<file path="src/rtl/mux_sweep_sequencer_pkg.sv">
// Shared types and sizes for the mux sweep sequencer.
package mux_seq_pkg;
  localparam int NUM_COMB = 8;
  localparam int IDX_W    = 3;

  typedef enum logic [1:0] {
    IDLE  = 2'd0,
    DRIVE = 2'd1,
    DONE  = 2'd2
  } state_t;
endpackage

</file>
<file path="src/rtl/mux_sweep_sequencer_if.sv">
// Command/status and mux-facing signals of the sweep sequencer.
interface mux_sweep_sequencer_if;
  logic       start;
  logic       abort;
  logic       loop;
  logic       y_in;
  logic       a;
  logic       b;
  logic       c;
  logic       busy;
  logic       done;
  logic [7:0] truth;
  logic       valid;

  modport master (
    output start, abort, loop, y_in,
    input  a, b, c, busy, done, truth, valid
  );

  modport slave (
    input  start, abort, loop, y_in,
    output a, b, c, busy, done, truth, valid
  );
endinterface

</file>
<file path="src/rtl/mux_sweep_sequencer_dwell_counter.sv">
// Counts clocks within one dwell; last flags the sample cycle.
module dwell_counter #(
  parameter int HOLD_CYCLES = 10,
  parameter int HOLD_W      = 8
) (
  input  logic clk,
  input  logic rst_n,
  input  logic clear,
  input  logic en,
  output logic last
);
  logic [HOLD_W-1:0] cnt;

  assign last = en && (cnt == HOLD_W'(HOLD_CYCLES - 1));

  always_ff @(posedge clk or negedge rst_n) begin
    if (!rst_n)              cnt <= '0;
    else if (clear || last)  cnt <= '0;
    else if (en)             cnt <= cnt + 1'b1;
  end
endmodule

</file>
<file path="src/rtl/mux_sweep_sequencer.sv">
// Steps {a,b,c} through 0..7, samples y_in at the end of each dwell and
// publishes the captured truth vector with a done pulse.
module mux_sweep_sequencer
  import mux_seq_pkg::*;
#(
  parameter int HOLD_CYCLES = 10,
  parameter int HOLD_W      = 8
) (
  input logic               clk,
  input logic               rst_n,
  mux_sweep_sequencer_if.slave bus
);
  state_t           state, state_n;
  logic [IDX_W-1:0] idx, idx_n;
  logic [7:0]       shadow, shadow_n;
  logic [7:0]       truth, truth_n;
  logic             done, done_n;
  logic             valid, valid_n;
  logic             last, cnt_en, cnt_clr;

  assign cnt_en  = (state == DRIVE);
  assign cnt_clr = (state != DRIVE);

  dwell_counter #(.HOLD_CYCLES(HOLD_CYCLES), .HOLD_W(HOLD_W)) u_dwell (
    .clk   (clk),
    .rst_n (rst_n),
    .clear (cnt_clr),
    .en    (cnt_en),
    .last  (last)
  );

  always_ff @(posedge clk or negedge rst_n) begin
    if (!rst_n) begin
      state  <= IDLE;
      idx    <= '0;
      shadow <= 8'h00;
      truth  <= 8'h00;
      done   <= 1'b0;
      valid  <= 1'b0;
    end else begin
      state  <= state_n;
      idx    <= idx_n;
      shadow <= shadow_n;
      truth  <= truth_n;
      done   <= done_n;
      valid  <= valid_n;
    end
  end

  always_comb begin
    state_n  = state;
    idx_n    = idx;
    shadow_n = shadow;
    truth_n  = truth;
    done_n   = 1'b0;
    valid_n  = valid;
    case (state)
      IDLE: begin
        idx_n = '0;
        if (!bus.abort && bus.start) begin
          state_n  = DRIVE;
          shadow_n = 8'h00;
        end
      end
      DRIVE: begin
        if (bus.abort) begin
          state_n  = IDLE;
          idx_n    = '0;
          shadow_n = 8'h00;
        end else if (last) begin
          shadow_n[idx] = bus.y_in;
          if (idx == IDX_W'(NUM_COMB - 1)) state_n = DONE;
          else                             idx_n   = idx + 1'b1;
        end
      end
      DONE: begin
        // The pulse completes even on abort; abort only suppresses looping.
        truth_n = shadow;
        done_n  = 1'b1;
        valid_n = 1'b1;
        idx_n   = '0;
        state_n = (bus.loop && !bus.abort) ? DRIVE : IDLE;
      end
      default: begin
        state_n = IDLE;
        idx_n   = '0;
      end
    endcase
  end

  assign {bus.a, bus.b, bus.c} = idx;
  assign bus.busy  = (state != IDLE);
  assign bus.done  = done;
  assign bus.truth = truth;
  assign bus.valid = valid;
endmodule

</file>
<file path="src/flat_wrapper.sv">
// flat-port wrapper written by rule: the top's interface ports become plain ports
module mux_sweep_sequencer_flat import mux_seq_pkg::*;
#(
  parameter int HOLD_CYCLES = 10,
  parameter int HOLD_W      = 8
)
  (clk, rst_n, bus_start, bus_abort, bus_loop, bus_y_in, bus_a, bus_b, bus_c, bus_busy, bus_done, bus_truth, bus_valid);
  mux_sweep_sequencer_if bus_i ();
  input logic clk;
  input logic rst_n;
  input wire logic [$bits(bus_i.start)-1:0] bus_start;
  input wire logic [$bits(bus_i.abort)-1:0] bus_abort;
  input wire logic [$bits(bus_i.loop)-1:0] bus_loop;
  input wire logic [$bits(bus_i.y_in)-1:0] bus_y_in;
  output wire logic [$bits(bus_i.a)-1:0] bus_a;
  output wire logic [$bits(bus_i.b)-1:0] bus_b;
  output wire logic [$bits(bus_i.c)-1:0] bus_c;
  output wire logic [$bits(bus_i.busy)-1:0] bus_busy;
  output wire logic [$bits(bus_i.done)-1:0] bus_done;
  output wire logic [$bits(bus_i.truth)-1:0] bus_truth;
  output wire logic [$bits(bus_i.valid)-1:0] bus_valid;
  assign bus_i.start = bus_start;
  assign bus_i.abort = bus_abort;
  assign bus_i.loop = bus_loop;
  assign bus_i.y_in = bus_y_in;
  assign bus_a = bus_i.a;
  assign bus_b = bus_i.b;
  assign bus_c = bus_i.c;
  assign bus_busy = bus_i.busy;
  assign bus_done = bus_i.done;
  assign bus_truth = bus_i.truth;
  assign bus_valid = bus_i.valid;
  mux_sweep_sequencer #(.HOLD_CYCLES(HOLD_CYCLES), .HOLD_W(HOLD_W)) u_core (.clk(clk), .rst_n(rst_n), .bus(bus_i));
endmodule
</file>
<file path="config.mk">
export PLATFORM = sky130hd
export DESIGN_NAME = mux_sweep_sequencer_flat
export DESIGN_NICKNAME = d
export VERILOG_FILES = /design/src/rtl/mux_sweep_sequencer_pkg.sv /design/src/rtl/mux_sweep_sequencer_if.sv /design/src/rtl/mux_sweep_sequencer_dwell_counter.sv /design/src/rtl/mux_sweep_sequencer.sv /design/src/flat_wrapper.sv
export SDC_FILE = /design/constraint.sdc
export NUM_CORES = 1
export LEC_CHECK = 0
export ABC_AREA = 1
export CORE_ASPECT_RATIO = 0.8
export CORE_UTILIZATION = 58
export CTS_CLUSTER_SIZE = 40
export DETAILED_ROUTE_END_ITERATION = 6
export HOLD_SLACK_MARGIN = 0.03
export PLACE_DENSITY = 0.81
export SLEW_MARGIN = 10
export SYNTH_ARGS = -nofsm -noshare
export SYNTH_HDL_FRONTEND = slang
export SYNTH_SLANG_ARGS = --single-unit
</file>
<file path="constraint.sdc">
create_clock -name clk -period 3.3 [get_ports clk]
set_input_delay 0.33 -clock clk [delete_from_list [all_inputs] [get_ports clk]]
set_output_delay 0.33 -clock clk [all_outputs]
set_load 0.02 [all_outputs]
</file>
Yosys cells after proc, flatten, opt, wreduce, memory -nomap -nowiden --
Index checks and enable logic that the tools add are counted. Widths: inputs -> output; s select.
Operators by class: $lt $le $gt $ge 2, equality and inequality tests 9, muxes and demuxes 20, reduce and logical (&&, ||, !) cells 13, add/subtract/negate cells 2
Operator list (count):
- $mux 8 | 5
- $pmux 8 s2 | 1
- $mux 3 | 4
- $add 8x1->8 const B | 1
- $bwmux 8 | 1
- $eq 8x4->1 const B | 1
- $mux 2 | 4
- $ne 3x2->1 const B | 2
- $pmux 2 s3 | 1
- $reduce_and 3->1 | 2
- $reduce_bool 2->1 | 3
- $logic_and 1x1->1 | 4
- $lt 3x4->1 const B | 1
- $ne 2x1->1 const B | 2
- $add 3x1->3 const B | 1
- $demux 1 s3 | 1
- $eq 3x3->1 const B | 1
- $ge 3x1->1 const B | 1
- $mux 1 | 3
- $ne 3x3->1 const B | 1
- $eq 2x1->1 const B | 1
- $eq 2x2->1 const B | 1
- $logic_not 2->1 | 1
- $reduce_and 2->1 | 1
- 2 further kinds | 2
Word-level totals: input bits 6, logic and storage cells 53, output and inout port bits 14, bits in registers 31

Logic depth before layout (Yosys ltp) --
Gate-level depths: netlist of run 1.
depth in word-level cells 8, gate-level depth with buffers 8, gate-level depth less buffers 8

Cells and area by module --
From an unflattened synthesis of run 1, not the netlist that was laid out.
Unflattened totals: cell total of the unflattened synthesis 200, area total of the unflattened synthesis 1645.3 um^2
Modules (own cells, without submodules):
- mux_sweep_sequencer | cells each 134, sequential area each 575.6 um^2, area an instance 1138.6 um^2, times used 1
- dwell_counter | cells each 66, sequential area each 200.2 um^2, area an instance 506.7 um^2, times used 1

Worst setup path after synthesis of run 1 --
No wires, ideal clock.
path kind reg-to-reg, from register u_core.idx[0], to register u_core.idx[0], required time 3.183 ns, stages on the path, launching flop included 7, library setup time 0.117 ns, path slack 1.968 ns, clock period less this slack 1.332 ns, path buffers 0, arrival 1.215 ns, path through dfrtp_1 > ha_1 > ha_1 > inv_1 > nand2_2 > nor2_1 > nor2_1
On the way: longest elaborated chain between the ends 5, elaborated cells between the ends (all ways) 8, classes of those cells 1 x add/sub; 2 x eq/ne; 4 x mux; 1 x reduce/logical
RTL lines:
- from (decl) | line mux_sweep_sequencer.sv:14 | logic [IDX_W-1:0] idx, idx_n;
- from (signal assigned) | line mux_sweep_sequencer.sv:42 | idx <= idx_n;
- $add 3x1->3 | line mux_sweep_sequencer.sv:73 | else idx_n = idx + 1'b1;
- $mux 3 | line mux_sweep_sequencer.sv:72 | if (idx == IDX_W'(NUM_COMB - 1)) state_n = DONE;
- $mux 3 | line mux_sweep_sequencer.sv:70 | end else if (last) begin
- $mux 3 | line mux_sweep_sequencer.sv:66 | if (bus.abort) begin
- $mux 3 | line mux_sweep_sequencer.sv:57 | case (state)
Parallel ways exist; a longest one is shown, timed or not. The select of a mux whose other input is x is not followed. A chain may end at the register's enable or synchronous reset.

Worst setup path in the final report of run 1 --
from register u_core.state[1], to output bus_busy
On the way: longest elaborated chain between the ends 1
RTL lines:
- from (decl) | line mux_sweep_sequencer.sv:13 | state_t state, state_n;
- from (signal assigned) | line mux_sweep_sequencer.sv:41 | state <= state_n;
- $reduce_bool 2->1 | line mux_sweep_sequencer.sv:92 | assign bus.busy = (state != IDLE);
- to (decl) | line flat_wrapper.sv:18 | output wire logic [$bits(bus_i.busy)-1:0] bus_busy;
No other way between the ends.

==> impl_metrics.yaml, run 1 <==
global_routing:
  grt_pass1_vias: 1256
  grt_max_degree: 32
  grt_overflow: 0
  grt_pass1_wl_um: 5380
  grtUsageTotal: 0.249
  antenna_found_initial: 0
worst_setup_path:
  critPathCaptureType: "primary output"
  r2r_slack_ns: 1.60
  crit_path_max_incr_delay_ns: 0.60
  r2r-end: "u_core.bus.truth[7]"
  critical_path_class: "reg -> out"
  cp_slowest_cell: "clkdlybuf4s50_1"
  r2r-start: "u_core.state[1]"
  rr_worst_depth: 5
  cp-start-kind: "flop"
  cp.required_ns: 2.97
  crit_chain: "nor2_1 > inv_1 > clkdlybuf4s50_1"
  cp.buffers_inverters: 2
  cp_top_family: "buffers and inverters"
  critical_path_peak_fanout: 5
  worstPathArrival_ns: 1.61
power_and_ir_drop:
  p_leak_nw: 0.987
  pwr_density_cell_nw_per_um2: 504
  peakVddDrop_uv: 381
finish:
  fin_nets: 227
  area_growth_pct: 17.2
  n_antenna_cell: 0
  nFillCells: 211
  drive_gt1_frac: 0.0917
clock_network:
  cts_sinks: 31
  cts_resized: 0
  cts_tree: "built"
  cts_max_level: 2
  cts_setup_buffers: 0
  cts_hold_buf: 0
  clockBufferDepth: 2
  insertion_delay_ns: 0.35
  cts.clk_slew.worst_paths_ns: 0.12
  numCtsBuffers: 5
  cts_root_buf: "clkbuf_4"
detailed_routing:
  routed_wl_um: 3110
  drt-vias-per-instance: 5.08
  drcViolationCount: 0
  antenna_left: 0
  wl_per_cell_um: 12.2
  drtPass1Iterations: 4
  num_vias: 1291
  drtIter0Drc: 75
logic_synthesis:
  synthFlopType: "dfrtp_1"
  synth_area_leader_cell: "dfrtp_1"
  ys_ff_latch: 31
  syn_area_um2: 1600
  synth_nets: 204
  postSynthAreaPerCell_um2: 8.23
  ys_types: 26
  yosysMostFrequentCell: "nand2_1"
  synth_edf_count: 0
  async_flop_share: 1.00
  netlist_top_cells_count: "nand2_1 (65), dfrtp_1 (31), inv_1 (22)"
  yosysTopAreaCellShare: 0.486
  ys_top_cells_by_area: "dfrtp_1 (49%), nand2_1 (15%), nand3_1 (6.6%)"
  yosysWarningCount: 0
  seq_area_frac_synth: 0.486
  syn_inst: 194
sta:
  worstMarginPinSlew_ns: 0.681
  whs_ns: 0.361
  relSlewSlack: 0.544
  fmax_mhz: 515
  finalSetupViolations: 0
  rsz0062_at_grt: "false"
  min_period_ns: 1.94
  drv_slew: 0
  fin_tns_setup_ns: 0
  hold_viol: 0
  fin_crit_sh: 0.589
  fin_skew_ns: 0.0243
floorplanning:
  die_h_um: 48.9
  coreArea_um2: 2520
  ios: 20
  die-area_um2: 2970
  rows: 16
  start_util: 0.633
  dieWidth_um: 60.7
min_path:
  hold_path_class: "in -> async"
placed_design:
  portBuffers: 19
  place.gp.congestion: 0.781
  place_hpwl_um: 2250
status:
  outcome: "complete, no violations"
job:
  drv_cap: 0
==> layout by cell type (no fill, tap or decap), types with 2 or more instances in the layout <==
cell and n:
dfrtp_1 31, inv_1 22, nand3_1 21, nor2_2 2, clkbuf_8 2, nand2_1 65
nand4_1 8, xor2_1 2, a21oi_1 3, ha_1 4, clkdlybuf4s50_1 19, nor2_1 16
nor3_1 3, clkbuf_4 5, nand3_2 2
==> stage by stage <==
| stage | power (mW) | cell area [um2] | setup WS, ns | utilization | cells |
|---|---|---|---|---|---|
| finish | 0.942 | 1870 | 1.36 | 0.742 | 254 |
| global route | 0.991 | 1870 | 1.32 | 0.742 | 254 |
| floorplan | 0.633 | 1600 | 1.97 | - | 194 |
| CTS | 0.941 | 1870 | 1.37 | 0.742 | 254 |
| detailed placement | 0.681 | 1800 | 1.52 | 0.713 | 246 |
| global placement | 0.662 | 1800 | 1.62 | 0.713 | 246 |
==> state kept, by name, indices dropped and copies added (netlist names) <==
register,cells
u_core.bus.truth,8
u_core.shadow,8
u_core.u_dwell.cnt,8
u_core.idx,3
u_core.state,2
u_core.bus.done,1
u_core.bus.valid,1
==> metal layers <==
metal  share of wire  GRT usage  vias up
li1                -          -      662
met1            0.48      0.327      586
met2            0.46      0.379       38
met3           0.041     0.0663        5
met4           0.013      0.117        0
met5               0          0        -
==> cell families after synthesis <==
| group | synth area share |
|---|---|
| xor+xnor | 0.0165 |
| simple gates | 0.342 |
| buf+inv | 0.0799 |
| flops | 0.486 |
| compound gates | 0.0439 |
| fa+ha+maj | 0.0313 |
==> area by class of cell <==
| type | count | area [um2] | share of cell area |
|---|---|---|---|
| flip-flops and latches | 31 | 776 | 0.415 |
| inverters | 23 | 86.3 | 0.0462 |
| multi-input cells | 136 | 693 | 0.371 |
| repair buffers | 20 | 198 | 0.106 |
| clock inverters | 1 | 7.51 | 0.00401 |
| clock buffers | 7 | 65.1 | 0.0348 |
| well taps | 36 | 45.0 | 0.0241 |
==> report_power, final <==
part,internal [mW],switching (mW),total [mW]
combinational,0.0850,0.174,0.259
sequential,0.401,0.0219,0.423
clock,0.124,0.136,0.260
==> how the worst max path moves through the flow <==
stage                          startpoint          endpoint  slack (ns)  cells past startpoint
after CTS                 u_core.state[1]          bus_busy        1.37                      3
after global routing      u_core.state[1]          bus_busy        1.32                      3
after detailed placement        bus_abort  u_core.shadow[4]        1.52                      7
after global placement          bus_abort  u_core.shadow[1]        1.62                      7
after floorplan             u_core.idx[0]     u_core.idx[0]        1.97                      6
final                     u_core.state[1]          bus_busy        1.36                      3
No activity file was read; power rests on OpenSTA's default activity.
==> run 2, diff against run 1 <==
Settings changed: CORE_UTILIZATION 58 to 49, PLACE_DENSITY 0.81 to 0.73.
Clock period 3.3 ns to 1.6 ns, I/O delays scaled along.
==> run 2 against run 1 <==
Effect of this change: sequential share of layout area shrank 2.1 points; critical path depth up 4; final cell count rose by 3.5%; via count rose by 2.1%; critical path type is now reg -> reg; first-iteration DRC count down 21%; utilization shrank 10 points; clock skew fell by 0.020 ns; worst setup slack got worse by 1.2 ns; sequential cell count unchanged; register-to-register slack lost 1.5 ns; worst hold slack got worse by 0.095 ns; global-route usage fell by 4.1 points.
==> impl_metrics.yaml, run 2 (synthesis gave the netlist of run 1 again) <==
sta:
  relSlewSlack: 0.743
  worstMarginPinSlew_ns: 0.386
  hold_viol: 0
  fin_crit_sh: 0.907
  fin_skew_ns: 0.00419
  min_period_ns: 1.45
  fmax_mhz: 689
  fin_tns_setup_ns: 0
  drv_slew: 0
  finalSetupViolations: 0
  rsz0062_at_grt: "false"
global_routing:
  grt_pass1_wl_um: 5170
  grt_overflow: 0
  antenna_found_initial: 0
  grt_max_degree: 32
  grtUsageTotal: 0.208
  grt_pass1_vias: 1198
worst_setup_path:
  cp-start-kind: "flop"
  critical_path_class: "reg -> reg"
  critical_path_peak_fanout: 4
  worstPathArrival_ns: 1.62
  critPathCaptureType: "flop"
  cp.required_ns: 1.77
job:
  drv_cap: 0
finish:
  multi_input_area_um2: 693
  reg_top3: "u_core.bus.truth (8), u_core.shadow (8), u_core.u_dwell.cnt (8)"
  final_cell_mix: "nand2_1 (65), dfrtp_1 (30), inv_1 (22), nand3_1 (21), nor2_1 (16)"
  n_antenna_cell: 0
  layout_commonest_cell: "nand2_1"
  seq_area_um2: 777
  nFillCells: 256
  area_growth_pct: 23.7
  drive_gt1_frac: 0.117
  fin_nets: 232
power_and_ir_drop:
  p_leak_nw: 1.08
  p_switching_mw: 0.674
  swShare: 0.302
  peakVddDrop_uv: 631
  clock_power_share: 0.353
  p_comb_frac: 0.258
  pwr_density_cell_nw_per_um2: 1130
  totalPowerFinal_mw: 2.23
  seqPwrFrac: 0.389
  internal_power_mw: 1.56
floorplanning:
  die_h_um: 53.1
  rows: 18
  coreArea_um2: 3090
  start_util: 0.517
  dieWidth_um: 65.8
  die-area_um2: 3490
  ios: 20
clock_network:
  cts_max_level: 2
  numCtsBuffers: 5
  cts_root_buf: "clkbuf_8"
  insertion_delay_ns: 0.28
  cts_sinks: 31
  cts_hold_buf: 0
  cts.clk_slew.worst_paths_ns: 0.06
  cts_tree: "built"
  clockBufferDepth: 2
status:
  outcome: "complete, no violations"
placed_design:
  portBuffers: 19
  place.gp.congestion: 0.845
  place_hpwl_um: 2180
detailed_routing:
  wl_per_cell_um: 11.5
  drcViolationCount: 0
  num_vias: 1318
  drtIter0Drc: 59
  routed_wl_um: 3020
  antenna_left: 0
  drtPass1Iterations: 6
  drt-vias-per-instance: 5.01
min_path:
  hold_path_class: "in -> async"
[run 2: cell count changes in the layout (fill, tap and decap cells not counted), sizes merged]
cell / before / now
buf: 1 / 6
bufinv: 0 / 1
clkbuf: 7 / 6
clkdlybuf4s50: 19 / 15
clkinv: 0 / 1
clkinvlp: 1 / 0
dlygate4sd2: 0 / 2
dlymetal6s2s: 0 / 2
[run 2: final timing paths]
kind	start	to	slack (ns)	cells past startpoint
setup / recovery	u_core.u_dwell.cnt[1]	u_core.idx[0]	0.15	7
hold / removal	rst_n	u_core.u_dwell.cnt[7]	0.27	2
setup reg to reg	u_core.u_dwell.cnt[1]	u_core.idx[0]	0.15	7
hold reg to reg	u_core.bus.truth[7]	u_core.bus.truth[7]	0.47	2
max in group asynchronous	rst_n	u_core.state[1]	1.04	2
min in group clk	u_core.bus.truth[7]	u_core.bus.truth[7]	0.47	2
[run 2: repair_timing]
action / CTS / global route
gates resized for setup: 3 / 2
setup endpoints to repair: 2 / 10
pin swaps: 0 / 1
setup buffers: 0 / 2
[run 2: power groups by stage]
stage / clock network (mW) / registers, mW / logic [mW]
global placement: 0 / 0.880 / 0.546
CTS: 0.808 / 0.868 / 0.557
global route: 0.847 / 0.876 / 0.638
floorplan: 0 / 0.873 / 0.433
finish: 0.787 / 0.869 / 0.576
detailed placement: 0 / 0.881 / 0.563
[run 2: area by class of cell]
class	count	area share
timing repair buffer	25	0.127
multi-input combinational	136	0.351
inverter	23	0.0437
clock buffer	6	0.0418
tap	40	0.0253
sequential	31	0.394
clock inverter	2	0.0177
[run 2: critical path, cell delays in order, from the launching register on]
cell	delay (ns)
dfrtp_1	0.40
inv_1	0.06
ha_1	0.15
nand3_2	0.12
nor2_1	0.29
nand2_2	0.13
nor2_1	0.13
nor2_1	0.06
[run 2: through the flow]
stage | instance area (um2) | std cells | util | setup WS [ns] | hold WS [ns]
final | 1970 | 263 | 0.640 | 0.149 | 0.266
after global placement | 1840 | 253 | 0.596 | 0.171 | 0.451
after CTS | 1950 | 261 | 0.633 | 0.00779 | 0.275
after floorplan | 1600 | 194 | - | 0.268 | -0.136
after detailed placement | 1840 | 253 | 0.596 | 0.0981 | 0.459
after global routing | 1970 | 263 | 0.640 | 0.00715 | 0.298
[run 2: layer usage]
| metal | wire length (um) | track usage |
|---|---|---|
| met3 | 182 | 0.0776 |
| met5 | 0 | 0 |
| met1 | 1380 | 0.255 |
| met2 | 1430 | 0.325 |
| met4 | 25 | 0.0978 |
